<file path="config.mk">
export PLATFORM = sky130hd
export DESIGN_NAME = score_keeper
export DESIGN_NICKNAME = d
export VERILOG_FILES = /design/src/rtl/score_keeper_pkg.sv /design/src/rtl/bin2bcd_serial.sv /design/src/rtl/score_keeper.sv
export SDC_FILE = /design/constraint.sdc
export NUM_CORES = 1
export LEC_CHECK = 0
export ABC_AREA = 1
export ABC_CLOCK_PERIOD_IN_PS = 5630
export BUFFER_PORTS_ARGS = -buffer_cell sky130_fd_sc_hd__buf_4
export CAP_MARGIN = 20
export CORE_MARGIN = 3
export CORE_UTILIZATION = 40
export CTS_BUF_LIST = sky130_fd_sc_hd__clkbuf_2
export DETAILED_ROUTE_END_ITERATION = 10
export PLACE_DENSITY = 0.69
export SLEW_MARGIN = 25
export SYNTH_ARGS = -nofsm -noshare
export SYNTH_HDL_FRONTEND = slang
export SYNTH_SLANG_ARGS = --single-unit
</file>
<file path="constraint.sdc">
create_clock -name clk -period 5.63 [get_ports clk]
set_input_delay 1.126 -clock clk [delete_from_list [all_inputs] [get_ports clk]]
set_output_delay 1.126 -clock clk [all_outputs]
set_load 0.01 [all_outputs]
</file>
<file path="src/rtl/score_keeper_pkg.sv">
// Shared constants and state encoding for the score keeper and its
// display helpers.
package score_keeper_pkg;

  localparam int DEF_SCORE_W       = 14;
  localparam int DEF_SCORE_MAX     = 9999;
  localparam int DEF_LEVEL_W       = 4;
  localparam int DEF_PTS_PER_LEVEL = 20;
  localparam int DEF_MAX_STREAK    = 3;
  localparam int DEF_NUM_DIGITS    = 4;
  localparam int MAX_LINES         = 4;

  typedef enum logic {
    IDLE    = 1'b0,
    CONVERT = 1'b1
  } state_t;

endpackage

</file>
<file path="src/rtl/bin2bcd_serial.sv">
// Serial double-dabble: start loads bin, busy stays high for BIN_W cycles,
// done marks the final busy cycle and bcd updates on the edge that ends it.
module bin2bcd_serial #(
  parameter int BIN_W      = 14,
  parameter int NUM_DIGITS = 4
) (
  input  logic                    clk,
  input  logic                    rst,
  input  logic                    start,
  input  logic [BIN_W-1:0]        bin,
  output logic                    busy,
  output logic                    done,
  output logic [4*NUM_DIGITS-1:0] bcd
);

  localparam int CNT_W = $clog2(BIN_W + 1);

  logic [BIN_W-1:0]        shift_q;
  logic [4*NUM_DIGITS-1:0] work_q;
  logic [4*NUM_DIGITS-1:0] adj;
  logic [4*NUM_DIGITS-1:0] work_next;
  logic [CNT_W-1:0]        cnt_q;

  always_comb begin
    adj = work_q;
    for (int d = 0; d < NUM_DIGITS; d++) begin
      if (adj[4*d +: 4] >= 4'd5) adj[4*d +: 4] = adj[4*d +: 4] + 4'd3;
    end
    work_next = {adj[4*NUM_DIGITS-2:0], shift_q[BIN_W-1]};
    done      = busy & (cnt_q == CNT_W'(1));
  end

  // A start while busy restarts from scratch; bcd keeps the last finished result.
  always_ff @(posedge clk or negedge rst) begin
    if (!rst) begin
      shift_q <= '0;
      work_q  <= '0;
      cnt_q   <= '0;
      busy    <= 1'b0;
      bcd     <= '0;
    end else if (start) begin
      shift_q <= bin;
      work_q  <= '0;
      cnt_q   <= CNT_W'(BIN_W);
      busy    <= 1'b1;
    end else if (busy) begin
      shift_q <= shift_q << 1;
      work_q  <= work_next;
      cnt_q   <= cnt_q - CNT_W'(1);
      if (done) begin
        busy <= 1'b0;
        bcd  <= work_next;
      end
    end
  end

endmodule

</file>
<file path="src/rtl/score_keeper.sv">
// Game score keeper: streak bonus, saturating score, divider-free level
// tracking, high score and a serially converted BCD view of the score.
module score_keeper
  import score_keeper_pkg::*;
#(
  parameter int SCORE_W       = DEF_SCORE_W,
  parameter int SCORE_MAX     = DEF_SCORE_MAX,
  parameter int LEVEL_W       = DEF_LEVEL_W,
  parameter int PTS_PER_LEVEL = DEF_PTS_PER_LEVEL,
  parameter int MAX_STREAK    = DEF_MAX_STREAK,
  parameter int NUM_DIGITS    = DEF_NUM_DIGITS
) (
  input  logic                              clk,
  input  logic                              rst,
  input  logic                              clr_valid,
  input  logic [2:0]                        clr_lines,
  output logic                              clr_ready,
  input  logic                              game_over,
  input  logic [LEVEL_W-1:0]                debug_level,
  output logic [SCORE_W-1:0]                score,
  output logic [$clog2(MAX_STREAK+1)-1:0]   streak,
  output logic [LEVEL_W-1:0]                level,
  output logic [SCORE_W-1:0]                hi_score,
  output logic [4*NUM_DIGITS-1:0]           bcd,
  output logic                              bcd_valid
);

  localparam int STREAK_W = $clog2(MAX_STREAK + 1);
  localparam int REM_W    = $clog2(2 * PTS_PER_LEVEL);
  localparam int DW       = SCORE_W + 1;
  localparam logic [DW-1:0]      SCORE_CEIL = DW'(SCORE_MAX);
  localparam logic [LEVEL_W-1:0] LEVEL_TOP  = '1;

  state_t              state;
  logic [REM_W-1:0]    rem;
  logic [LEVEL_W-1:0]  base_level;

  logic                accept;
  logic [2:0]          eff_lines;
  logic [DW-1:0]       delta;
  logic [DW-1:0]       score_sum;
  logic [SCORE_W-1:0]  score_next;
  logic [SCORE_W-1:0]  applied;
  logic [REM_W-1:0]    rem_sum;
  logic                level_up;
  logic [STREAK_W-1:0] streak_next;
  logic [LEVEL_W:0]    level_sum;
  logic                conv_start;
  logic [SCORE_W-1:0]  conv_bin;
  logic                conv_busy;
  logic                conv_done;

  // Lines are clamped so one event can never add a full level's worth of
  // points, which keeps the single-subtract remainder update exact.
  always_comb begin
    clr_ready   = (state == IDLE) & ~game_over;
    accept      = clr_valid & clr_ready;
    eff_lines   = (clr_lines > 3'(MAX_LINES)) ? 3'(MAX_LINES) : clr_lines;
    delta       = (eff_lines == 3'd0) ? '0 : DW'(eff_lines) + DW'(streak);
    score_sum   = {1'b0, score} + delta;
    score_next  = (score_sum > SCORE_CEIL) ? SCORE_CEIL[SCORE_W-1:0] : score_sum[SCORE_W-1:0];
    applied     = score_next - score;
    rem_sum     = rem + REM_W'(applied);
    level_up    = rem_sum >= REM_W'(PTS_PER_LEVEL);
    if (eff_lines == 3'd0)                     streak_next = '0;
    else if (streak == STREAK_W'(MAX_STREAK))  streak_next = streak;
    else                                       streak_next = streak + STREAK_W'(1);
    level_sum   = {1'b0, base_level} + {1'b0, debug_level};
    level       = level_sum[LEVEL_W] ? base_level : level_sum[LEVEL_W-1:0];
    conv_start  = accept | game_over;
    conv_bin    = game_over ? '0 : score_next;
  end

  bin2bcd_serial #(
    .BIN_W      (SCORE_W),
    .NUM_DIGITS (NUM_DIGITS)
  ) u_bin2bcd (
    .clk   (clk),
    .rst   (rst),
    .start (conv_start),
    .bin   (conv_bin),
    .busy  (conv_busy),
    .done  (conv_done),
    .bcd   (bcd)
  );

  // game_over outranks everything and (re)starts a conversion of the cleared score.
  always_ff @(posedge clk or negedge rst) begin
    if (!rst) begin
      state      <= IDLE;
      score      <= '0;
      streak     <= '0;
      rem        <= '0;
      base_level <= '0;
      hi_score   <= '0;
      bcd_valid  <= 1'b1;
    end else if (game_over) begin
      if (score > hi_score) hi_score <= score;
      score      <= '0;
      streak     <= '0;
      rem        <= '0;
      base_level <= '0;
      state      <= CONVERT;
      bcd_valid  <= 1'b0;
    end else if (accept) begin
      score  <= score_next;
      streak <= streak_next;
      if (level_up) begin
        rem <= rem_sum - REM_W'(PTS_PER_LEVEL);
        if (base_level != LEVEL_TOP) base_level <= base_level + LEVEL_W'(1);
      end else begin
        rem <= rem_sum;
      end
      state     <= CONVERT;
      bcd_valid <= 1'b0;
    end else if (state == CONVERT && conv_busy && conv_done) begin
      state     <= IDLE;
      bcd_valid <= 1'b1;
    end
  end

endmodule

</file>
==> results.py <==
metrics = {
    "status": {
        "status": "completed",
    },
    "cells_and_area": {
        "area_delta_synth_final_pct": 19.6,
        "drive_above_1_share_pct": 19.4,
        "layout_commonest_cell": "nand2_1",
        "fin_nets": 899,
        "fin_util_pct": 49.3,
        "layout_common_cells": "nand2_1, inv_1, buf_4",
        "fin_area_um2": 6930,
    },
    "worst_setup_path": {
        "cp_max_fo": 8,
        "end_kind": "flop",
        "crit_type": "primary input to flop",
        "critPathMaxStageDelay_ns": 0.48,
        "required_ns": 6.14,
        "cpMostUsedCell": "nand2_1",
        "worst_setup_path_start_kind": "primary input",
        "critPathSlowestCell": "fa_1",
        "crit_arrival_ns": 5.90,
    },
    "sta": {
        "fmax_mhz": 186,
        "final.min_clock_period_ns": 5.38,
        "finalSetupViolCount": 0,
        "finClkSkew_ns": 0.0404,
        "setup_slack_ns": 0.246,
        "tns_ns": 0,
        "finalMaxSlewViolations": 0,
        "tightest_slew_ns": 0.945,
        "fin_crit_sh_pct": 95.6,
        "hold_viol_final": 0,
        "slew_headroom_pct": 36.9,
    },
    "yosys": {
        "synthCells": 741,
        "synth-seq-cells": 93,
        "synth_top_area_share_pct": 39.8,
        "synthDistinctLibCells": 36,
        "yosysSeqAreaShare_pct": 40.2,
        "synth_area_leaders": "dfrtp_1, nand2_1, ha_1, o21ai_0, inv_1",
        "post-synth-top-area-cell": "dfrtp_1",
        "synthArstFlopShare_pct": 100,
        "synth_top_flop_cell": "dfrtp_1",
        "synth-edff-count": 0,
        "synth_nets": 803,
        "avgSynthCellArea_um2": 7.81,
        "netlist_area_um2": 5790,
        "yosys_warnings": 0,
    },
    "placed_design": {
        "port_buffers": 62,
        "dpl.hpwl_um": 10400,
        "place_ws_ns": -0.532,
        "placed_cell_area_um2": 6700,
        "place_congestion": 0.940,
    },
    "floorplanning": {
        "die_h_um": 126,
        "num_rows": 43,
        "pin_count": 63,
        "core_um2": 14000,
        "die_width_um": 126,
        "start_util_pct": 41.2,
        "die_area_um2": 15900,
    },
    "routing": {
        "ant_nets": 0,
        "wire_per_inst_um": 13.8,
        "drt_iter0_drc": 372,
        "drc": 0,
        "dr.pass1.iters": 5,
        "viasPerCell": 5.05,
        "dr_total_vias": 5170,
        "routed_wl_um": 14100,
    },
    "pwr": {
        "irDropWorstVdd_uv": 165,
        "comb_power_share_pct": 36.8,
        "p_sw_mw": 0.671,
        "p_per_area_nw_per_um2": 254,
        "clkPwrFrac_pct": 20.6,
        "power_leakage_nw": 3.54,
        "pwr-share-seq_pct": 42.6,
        "power.share.switching_pct": 38.2,
        "p_int_mw": 1.09,
        "power_mw": 1.76,
    },
    "cts": {
        "cts_tree": "done",
        "cts_buffer_depth": 2,
        "numCtsBuffers": 9,
        "cts.clk_slew.worst_paths_ns": 0.26,
        "clock_latency_ns": 0.58,
        "root_buffer": "clkbuf_2",
        "cts.sinks": 93,
        "cts_max_level": 3,
        "cts_hold_buffers": 0,
    },
    "global_route": {
        "grt_start_max_net_pins": 57,
        "grt_pass1_wl_um": 23700,
        "antenna_found_initial": 1,
        "grt_overflow": 0,
        "grt_pass1_vias": 4891,
        "grt_use_total_pct": 18.0,
    },
    "flow_run": {
        "cap_violations": 0,
    },
    "worst_hold_path": {
        "hold_path.class": "flop to flop",
    },
}
critical path: cells and delay by family:
kind | cells | cell delay (ns)
adder cells (fa/ha/maj) | 5 | 1.80
AND/OR/NAND/NOR | 17 | 1.64
AO/OA/AOI/OAI | 6 | 0.80
buffers and inverters | 5 | 0.36
XOR/XNOR | 1 | 0.19
Yosys cell counts, types with 2 or more instances:
| cell | n |
|---|---|
| xor2_1 | 14 |
| nand3_1 | 42 |
| nand4_1 | 10 |
| ha_1 | 43 |
| o21a_1 | 3 |
| a21o_1 | 2 |
| o22ai_1 | 10 |
| nor2_1 | 54 |
| nor2_4 | 2 |
| nand2_4 | 2 |
| clkbuf_1 | 10 |
| o21ai_1 | 5 |
| a22oi_1 | 2 |
| nand2_2 | 8 |
| dfrtp_1 | 92 |
| a21oi_1 | 38 |
| nor2_2 | 3 |
| nor4_1 | 2 |
| nand3_2 | 3 |
| xnor2_1 | 4 |
| buf_1 | 2 |
| nor3_1 | 5 |
| inv_1 | 104 |
| nand2_1 | 175 |
| inv_2 | 3 |
| buf_2 | 4 |
| fa_1 | 8 |
| o21ai_0 | 83 |
sequential cells by signal (all words and copies together), names as in the netlist, 2 cells and up:
| signal | cells |
|---|---|
| base_level | 4 |
| u_bin2bcd.bcd | 16 |
| u_bin2bcd.shift_q | 14 |
| u_bin2bcd.work_q | 16 |
| streak | 2 |
| score | 14 |
| u_bin2bcd.cnt_q | 4 |
| hi_score | 14 |
| rem | 6 |
power groups by stage:
stage               sequential [mW]  combinational, mW  clock, mW
finish                        0.748              0.646      0.362
global route                  0.755              0.741      0.402
CTS                           0.749              0.625      0.373
detailed placement            0.759              0.621          0
global placement              0.759              0.608          0
floorplan                     0.763              0.395          0
repair_timing:
action,CTS,global route
gates resized for setup,0,22
endpoints found under the setup margin,0,8
setup buffers,0,1
metal layers:
| metal | global-route usage (%) | routed length, µm | vias to the layer above |
|---|---|---|---|
| li1 | - | - | 2608 |
| met1 | 26.2 | 6770 | 2433 |
| met4 | 5.17 | 221 | 0 |
| met2 | 28.7 | 6510 | 107 |
| met5 | 0 | 0 | - |
| met3 | 2.02 | 583 | 22 |
final cells by class:
type | count | area [µm²]
diodes | 1 | 2.50
repair buffers | 102 | 766
clock inverters | 7 | 86.3
clock buffers | 9 | 45.0
multi-input cells | 523 | 3070
fillers | 1373 | 7120
flip-flops and latches | 93 | 2330
well taps | 180 | 225
inverters | 108 | 405
per-stage QoR:
stage               hold slack, ns  std cells
floorplan                    0.444        741
global placement             0.461       1005
detailed placement           0.466       1005
CTS                          0.522       1021
global route                 0.520       1023
finish                       0.516       1023
kinds of logic after synthesis:
group | Yosys count | share of synthesized area [%]
compound gates | 145 | 13.3
xor+xnor | 18 | 2.72
fa+ha+maj | 51 | 12.1
buf+inv | 125 | 8.26
flops | 93 | 40.2
mux | 1 | 0.195
simple gates | 308 | 23.2
path summary, 6_finish.rpt:
kind                            cells past startpoint          from  slack, ns             to
worst max-delay path                               34  clr_lines[2]       0.25         rem[2]
worst min-delay path                                2        rem[4]       0.52         rem[4]
worst max register to register                     31     streak[0]       0.47         rem[2]
worst min register to register                      2        rem[4]       0.52         rem[4]
max in group asynchronous                           2           rst       4.07      bcd_valid
min in group asynchronous                           1           rst       0.54  base_level[0]
No activity file was read; power rests on OpenSTA's default activity.
